==> src/rtl/cpu_stream_arbiter.sv <==
// rtl/cpu_stream_arbiter.sv - per-source FIFOs merged round-robin into one registered valid/ready stream
module cpu_stream_arbiter #(
    parameter int NUM_SRC    = 4,
    parameter int DATA_W     = 64,
    parameter int FIFO_DEPTH = 4
) (
    input  logic                         clk,
    input  logic                         rst_n,
    input  logic [NUM_SRC-1:0]           src_vld,
    input  logic [NUM_SRC*DATA_W-1:0]    src_data,
    input  logic [NUM_SRC-1:0]           ovf_clr,
    output logic [NUM_SRC-1:0]           src_ovf,
    output logic                         out_vld,
    input  logic                         out_ready,
    output logic [DATA_W-1:0]            out_data,
    output logic [$clog2(NUM_SRC)-1:0]   out_src,
    output logic [NUM_SRC-1:0]           fifo_empty
);

    localparam int SW = $clog2(NUM_SRC);
    localparam int AW = $clog2(FIFO_DEPTH);
    localparam int PW = AW + 1;

    // FIFO storage and pointers; the extra pointer bit tells full from empty
    logic [DATA_W-1:0] mem_q [NUM_SRC][FIFO_DEPTH];
    logic [PW-1:0]     wr_ptr_q [NUM_SRC];
    logic [PW-1:0]     wr_ptr_d [NUM_SRC];
    logic [PW-1:0]     rd_ptr_q [NUM_SRC];
    logic [PW-1:0]     rd_ptr_d [NUM_SRC];

    logic [NUM_SRC-1:0] ovf_q, ovf_d;
    logic [NUM_SRC-1:0] empty, full, pop_vec, push_ok, drop;

    logic              out_vld_q, out_vld_d;
    logic [DATA_W-1:0] out_data_q, out_data_d;
    logic [SW-1:0]     out_src_q, out_src_d;
    logic [SW-1:0]     rr_ptr_q, rr_ptr_d;

    logic              load, pop, grant_vld;
    logic [SW-1:0]     grant_idx;
    logic [SW:0]       scan_idx;
    logic [DATA_W-1:0] head_data;

    // Per-source occupancy from pointer comparison
    always_comb begin
        empty = '0;
        full  = '0;
        for (int i = 0; i < NUM_SRC; i++) begin
            empty[i] = (wr_ptr_q[i] == rd_ptr_q[i]);
            full[i]  = (wr_ptr_q[i][AW-1:0] == rd_ptr_q[i][AW-1:0]) &&
                       (wr_ptr_q[i][AW] != rd_ptr_q[i][AW]);
        end
    end

    // Round-robin pick: first non-empty source scanning upward from rr_ptr, wrapping
    always_comb begin
        grant_vld = 1'b0;
        grant_idx = '0;
        scan_idx  = '0;
        for (int k = 0; k < NUM_SRC; k++) begin
            scan_idx = {1'b0, rr_ptr_q} + (SW+1)'(k);
            if (scan_idx >= (SW+1)'(NUM_SRC)) begin
                scan_idx = scan_idx - (SW+1)'(NUM_SRC);
            end
            if (!grant_vld && !empty[scan_idx[SW-1:0]]) begin
                grant_vld = 1'b1;
                grant_idx = scan_idx[SW-1:0];
            end
        end
        head_data = mem_q[grant_idx][rd_ptr_q[grant_idx][AW-1:0]];
    end

    // Push/pop decisions; a pop frees the slot a same-cycle push into a full FIFO needs
    always_comb begin
        load    = !out_vld_q || out_ready;
        pop     = load && grant_vld;
        pop_vec = '0;
        push_ok = '0;
        drop    = '0;
        ovf_d   = '0;
        for (int i = 0; i < NUM_SRC; i++) begin
            pop_vec[i]  = pop && (grant_idx == SW'(i));
            push_ok[i]  = src_vld[i] && (!full[i] || pop_vec[i]);
            drop[i]     = src_vld[i] && full[i] && !pop_vec[i];
            wr_ptr_d[i] = wr_ptr_q[i] + PW'(push_ok[i]);
            rd_ptr_d[i] = rd_ptr_q[i] + PW'(pop_vec[i]);
            ovf_d[i]    = drop[i] || (ovf_q[i] && !ovf_clr[i]);
        end
    end

    // Output register next state; data and source hold unless a new word is loaded
    always_comb begin
        out_vld_d  = load ? grant_vld : out_vld_q;
        out_data_d = pop ? head_data : out_data_q;
        out_src_d  = pop ? grant_idx : out_src_q;
        rr_ptr_d   = rr_ptr_q;
        if (pop) begin
            rr_ptr_d = (grant_idx == SW'(NUM_SRC - 1)) ? '0 : grant_idx + SW'(1);
        end
    end

    // Control state with asynchronous reset; everything in flight is discarded
    always_ff @(posedge clk or negedge rst_n) begin
        if (!rst_n) begin
            for (int i = 0; i < NUM_SRC; i++) begin
                wr_ptr_q[i] <= '0;
                rd_ptr_q[i] <= '0;
            end
            ovf_q      <= '0;
            out_vld_q  <= 1'b0;
            out_data_q <= '0;
            out_src_q  <= '0;
            rr_ptr_q   <= '0;
        end else begin
            for (int i = 0; i < NUM_SRC; i++) begin
                wr_ptr_q[i] <= wr_ptr_d[i];
                rd_ptr_q[i] <= rd_ptr_d[i];
            end
            ovf_q      <= ovf_d;
            out_vld_q  <= out_vld_d;
            out_data_q <= out_data_d;
            out_src_q  <= out_src_d;
            rr_ptr_q   <= rr_ptr_d;
        end
    end

    // FIFO storage writes; contents are meaningless once pointers reset
    always_ff @(posedge clk) begin
        for (int i = 0; i < NUM_SRC; i++) begin
            if (push_ok[i]) begin
                mem_q[i][wr_ptr_q[i][AW-1:0]] <= src_data[i*DATA_W +: DATA_W];
            end
        end
    end

    assign src_ovf    = ovf_q;
    assign out_vld    = out_vld_q;
    assign out_data   = out_data_q;
    assign out_src    = out_src_q;
    assign fifo_empty = empty;

endmodule

==> config.mk <==
export PLATFORM = sky130hd
export DESIGN_NAME = cpu_stream_arbiter
export DESIGN_NICKNAME = d
export VERILOG_FILES = /design/src/rtl/cpu_stream_arbiter.sv
export SDC_FILE = /design/constraint.sdc
export NUM_CORES = 1
export LEC_CHECK = 0
export CAP_MARGIN = 20
export CORE_UTILIZATION = 45
export CTS_CLUSTER_DIAMETER = 100
export CTS_CLUSTER_SIZE = 16
export DETAILED_ROUTE_END_ITERATION = 16
export PLACE_DENSITY = 0.77
export SLEW_MARGIN = 0
export SYNTH_ARGS = -nofsm -noshare
export SYNTH_HDL_FRONTEND = slang
export SYNTH_SLANG_ARGS = --single-unit
==> constraint.sdc <==
create_clock -name clk -period 7.3 [get_ports clk]
set_clock_uncertainty 0.1 [all_clocks]
set_input_delay 1.095 -clock clk [delete_from_list [all_inputs] [get_ports clk]]
set_output_delay 1.095 -clock clk [all_outputs]
set_load 0.005 [all_outputs]
=== Word level (Yosys, flattened, before mapping) ===
Memory sizes are Yosys's and may differ from the RTL's.
Index checks and enable logic that the tools add are counted.
Widths: inputs -> output; s select.

* RAM bits: 1,024
* Bits in latches: 0
* Input bits: 267
* Logic and storage cells: 172
* Bits in read-only memories: 0
* Output and inout port bits: 75
* Register bits: 97
* Memories: 1

{| class="wikitable"
|+ Memories
! memory !! depth !! width !! rd ports !! clocked after Yosys merged registers in !! wr ports !! RTL line !! RTL
|-
| mem_q || 4 || 256 || 1 || 0 || 4 || 25 || <nowiki>logic [DATA_W-1:0] mem_q [NUM_SRC][FIFO_DEPTH];</nowiki>
|}

* Shifts and indexed selects: 0
* Reduce and logical (&&, ||, !) cells: 60
* Mux-type cells: 43
* Multipliers: 0
* $lt $le $gt $ge: 18
* Bitwise gates (word level): 6
* Eq/ne operators: 15
* Add/subtract/negate cells: 16
* Divide/modulo/power cells: 0

{| class="wikitable"
|+ Operator list
! kind !! count
|-
| $mux 256 || 4
|-
| $demux 64 s2 || 4
|-
| $mux 64 || 6
|-
| $bmux 64 s2 || 1
|-
| $logic_and 1x1->1 || 32
|-
| $ge 3x3->1 const B || 9
|-
| $add 3x1->3 || 8
|-
| $mux 2 || 11
|-
| $logic_not 1->1 || 18
|-
| $not 2->3 || 6
|-
| $eq 3x3->1 || 4
|-
| $lt 2x3->1 const B || 4
|-
| $lt 3x1->1 const B || 4
|-
| $mux 1 || 12
|-
| $logic_or 1x1->1 || 9
|-
| $bmux 1 s2 || 4
|-
| $eq 2x2->1 || 4
|-
| $sub 2x1->2 const B || 4
|-
| $add 2x2->3 const B || 2
|-
| $bmux 3 s2 || 1
|-
| $eq 2x2->1 const B || 2
|-
| $ne 1x1->1 || 4
|-
| $add 2x1->3 const B || 1
|-
| $ge 2x3->1 const B || 1
|-
| other kinds (3) || 3
|}

=== Longest topological paths before layout ===
* Word-level depth: 22
* Depth in mapped cells: 15
* Gate-level depth less buffers: 13

=== Worst setup path after synthesis ===
OpenSTA, ideal clock, no wires.

* Path kind: register -> register
* Start: register wr_ptr_q[7] (netlist bit)
* End: memory mem_q[3][192] (netlist bit) (enable)
* Path buffers: 2
* Library setup time: 0.578 ns
* Cell stages (with the launch flop): 12
* Required time: 6.622 ns
* Data arrival time: 7.107 ns
* Setup slack: -0.484 ns
* Clock period less this slack: 7.784 ns
* Cell sequence: dfrtp_1 -> xor2_1 -> or3_4 -> o311ai_4 -> nand2_2 -> clkinv_2 -> buf_2 -> buf_2 -> ha_1 -> a211oi_1 -> nor2b_1 -> nor3b_1

{| class="wikitable"
|+ RTL lines
! element !! RTL line !! RTL
|-
| start: declaration || 26 || <nowiki>logic [PW-1:0] wr_ptr_q [NUM_SRC];</nowiki>
|-
| start signal: indexed assignment || 116 || <nowiki>wr_ptr_q[i] <= wr_ptr_d[i];</nowiki>
|-
| end: declaration || 25 ||
|}

==> results.py <==
metrics = {
    "synthesis": {
        "synth.distinct_cells": 53,
        "synth_seq_cells": 1121,
        "syn-num-nets": 3240,
        "syn_area_um2": 44300,
        "syn_avg_cell_area_um2": 15.0,
        "synthArstFlopShare_pct": 8.65,
        "yosys_warnings": 0,
        "postSynthCellCount": 2956,
        "synth_edf_count": 1024,
        "synthTopCellsByArea": "edfxtp_1 (69%), dfrtp_1 (5.5%), nand2_1 (3.9%)",
        "synth_top_area_share_pct": 69.4,
        "synth_top_flop_cell": "edfxtp_1",
        "ys_seq_area_share_pct": 74.8,
        "synth_top_area_cell": "edfxtp_1",
    },
    "timing": {
        "setup_ws_ns": 1.61,
        "drv_slew": 0,
        "min_period_ns": 5.69,
        "fin_crit_sh_pct": 78.0,
        "max_freq_mhz": 176,
        "maxSlewHeadroom_pct": 22.7,
        "rsz0062_at_grt": "no",
        "worst_pin_slew_ns": 1.16,
        "setup_violations": 0,
        "hold_violations": 0,
        "setup_tns_ns": 0,
    },
    "place": {
        "pre_cts_slack_ns": 1.75,
        "dpl.hpwl_um": 70800,
        "gp_congestion": 0.807,
        "io_buffers": 341,
    },
    "job": {
        "cap_viol_max_count": 0,
    },
    "finish": {
        "drive_gt1_share_pct": 9.14,
        "synthToLayoutAreaGrowth_pct": 16.0,
        "final_core_util_pct": 52.9,
        "layout_commonest_cell": "edfxtp_1",
        "fin_nets": 3498,
        "final_cell_mix": "edfxtp_1 (1024), nand2_1 (464), clkdlybuf4s50_1 (340)",
    },
    "global_route": {
        "grt_pass1_vias": 27214,
        "antenna_found_initial": 17,
        "grt_pass1_wl_um": 181000,
        "grt_max_degree": 195,
        "gr-total-overflow": 0,
        "track_usage_pct": 24.9,
    },
    "hold_path": {
        "hp-class": "in -> async",
    },
    "floorplanning": {
        "dieArea_um2": 99800,
        "coreArea_um2": 97100,
        "die_w_um": 316,
        "rows": 114,
        "fp.dieH_um": 316,
        "io_pins": 342,
        "initial_core_util_pct": 45.6,
    },
    "worst_setup_path": {
        "crit_family": "simple AND/OR/NAND/NOR gates",
        "timing.rr.end": "mem_q[1][27]$_DFFE_PP_",
        "cp_max_fo": 116,
        "worstSetupPathType": "reg -> reg",
        "cp-end-kind": "flop",
        "worst_path_most_repeated_cell": "nand3_1",
        "slowest_stage": "and3_4",
        "worstRegToRegCells": 11,
        "start_kind": "flop",
        "critPathRequiredTime_ns": 7.54,
        "path_cells": "xnor2_1 -> a31oi_1 -> o21ai_4 -> nand2_8 -> inv_8 -> nand3_1 -> nand3_1 -> nand2_1 -> inv_1 -> and3_4 -> buf_4",
        "arrival_ns": 5.93,
        "critPathBufInv": 3,
        "r2r_setup_slack_ns": 1.61,
        "max_stage_delay_ns": 0.95,
        "r2r_start": "wr_ptr_q[4]$_DFF_PN0_",
    },
    "drt": {
        "postRouteAntennaNets": 0,
        "first_pass_iters": 6,
        "initialDrtViolationCount": 3621,
        "via_per_inst": 6.13,
        "routedWlPerCell_um": 27.6,
        "drc_errors": 0,
        "vias": 27963,
        "drt_wl_total_um": 126000,
    },
    "clock_tree": {
        "clock-sinks": 1121,
        "cts-buffers-inserted": 80,
        "htree_num_levels": 3,
        "clkTransAtPathRegs_ns": 0.07,
        "clk_latency_ns": 0.68,
        "cts-root-buf": "clkbuf_16",
        "cts_tree": "yes",
        "clockBufferDepth": 3,
        "post_cts_resized": 0,
        "cts_hold_buf": 0,
        "cts_setup_buffers": 0,
    },
    "run_status": {
        "status": "complete, no violations",
    },
}
area by class of cell:
| type | instances | area [µm²] |
|---|---|---|
| Antenna cell | 12 | 30.0 |
| Clock buffer | 132 | 2210 |
| Clock inverter | 8 | 148 |
| Fill cell | 7692 | 45700 |
| Inverter | 12 | 65.1 |
| Multi-Input combinational cell | 1602 | 10200 |
| Sequential cell | 1121 | 33200 |
| Tap cell | 1276 | 1600 |
| Timing Repair Buffer | 397 | 3950 |
per-stage QoR:
| stage | cell area [µm²] | hold WS, ns | instances |
|---|---|---|---|
| 2_1_floorplan | 44300 | 0.358 | 2956 |
| 3_3_place_gp | 49000 | 0.374 | 4406 |
| 3_5_place_dp | 49000 | 0.374 | 4406 |
| 4_1_cts | 51300 | 0.298 | 4546 |
| 5_1_grt | 51400 | 0.315 | 4555 |
| 6_report | 51400 | 0.303 | 4560 |
logic make-up after synthesis:
group	after synthesis	synth area share [%]
buffers and inverters	233	2.47
XOR/XNOR	23	0.454
AO/OA/AOI/OAI	799	13.4
multiplexers	64	1.44
adder cells (fa/ha/maj)	17	0.480
AND/OR/NAND/NOR	699	6.87
flip-flops	1121	74.8
worst reg2reg max path, stage by stage (launching register included):
cell and delay [ns]:
dfrtp_1 0.49, xnor2_1 0.38, a31oi_1 0.22, o21ai_4 0.63, nand2_8 0.55, inv_8 0.79
nand3_1 0.27, nand3_1 0.16, nand2_1 0.17, inv_1 0.13, and3_4 0.95, buf_4 0.50
state kept, by name (all words and copies together), names as in the netlist:
signal,cells
mem_q,1024
out_data,64
rd_ptr_q,12
wr_ptr_q,12
src_ovf,4
out_src,2
rr_ptr_q,2
out_vld,1
synthesized netlist by cell type (54+ instances only):
library cell  count
a22oi_1          65
edfxtp_1       1024
nor2_1           71
dfrtp_1          97
mux2i_1          64
a21oi_1         320
a211oi_2         54
nand2_1         464
and3_1           70
a211oi_1        203
clkbuf_1        125
buf_2            69
a32oi_1          65
per-layer routing:
layer | global-route usage, % | up-vias | routed length (µm)
met1 | 33.5 | 14140 | 49400
met5 | 0 | - | 85
met3 | 4.26 | 241 | 11700
met2 | 40.8 | 1599 | 61100
met4 | 8.55 | 14 | 3820
li1 | - | 11969 | -
worst max-delay path by stage:
stage,from,end,slack (ns),cells after the start
floorplan,wr_ptr_q[7]$_DFF_PN0_,mem_q[0][192]$_DFFE_PP_,-0.03,10
global placement,wr_ptr_q[4]$_DFF_PN0_,mem_q[1][28]$_DFFE_PP_,1.86,11
detailed placement,wr_ptr_q[4]$_DFF_PN0_,mem_q[1][21]$_DFFE_PP_,1.75,11
CTS,wr_ptr_q[4]$_DFF_PN0_,mem_q[1][27]$_DFFE_PP_,1.70,11
global route,wr_ptr_q[4]$_DFF_PN0_,mem_q[1][27]$_DFFE_PP_,1.36,11
finish,wr_ptr_q[4]$_DFF_PN0_,mem_q[1][27]$_DFFE_PP_,1.61,11
Power is left out: the tool's default activity adds up to more than one toggle a clock period on the data nets, which glitch-free logic cannot reach.
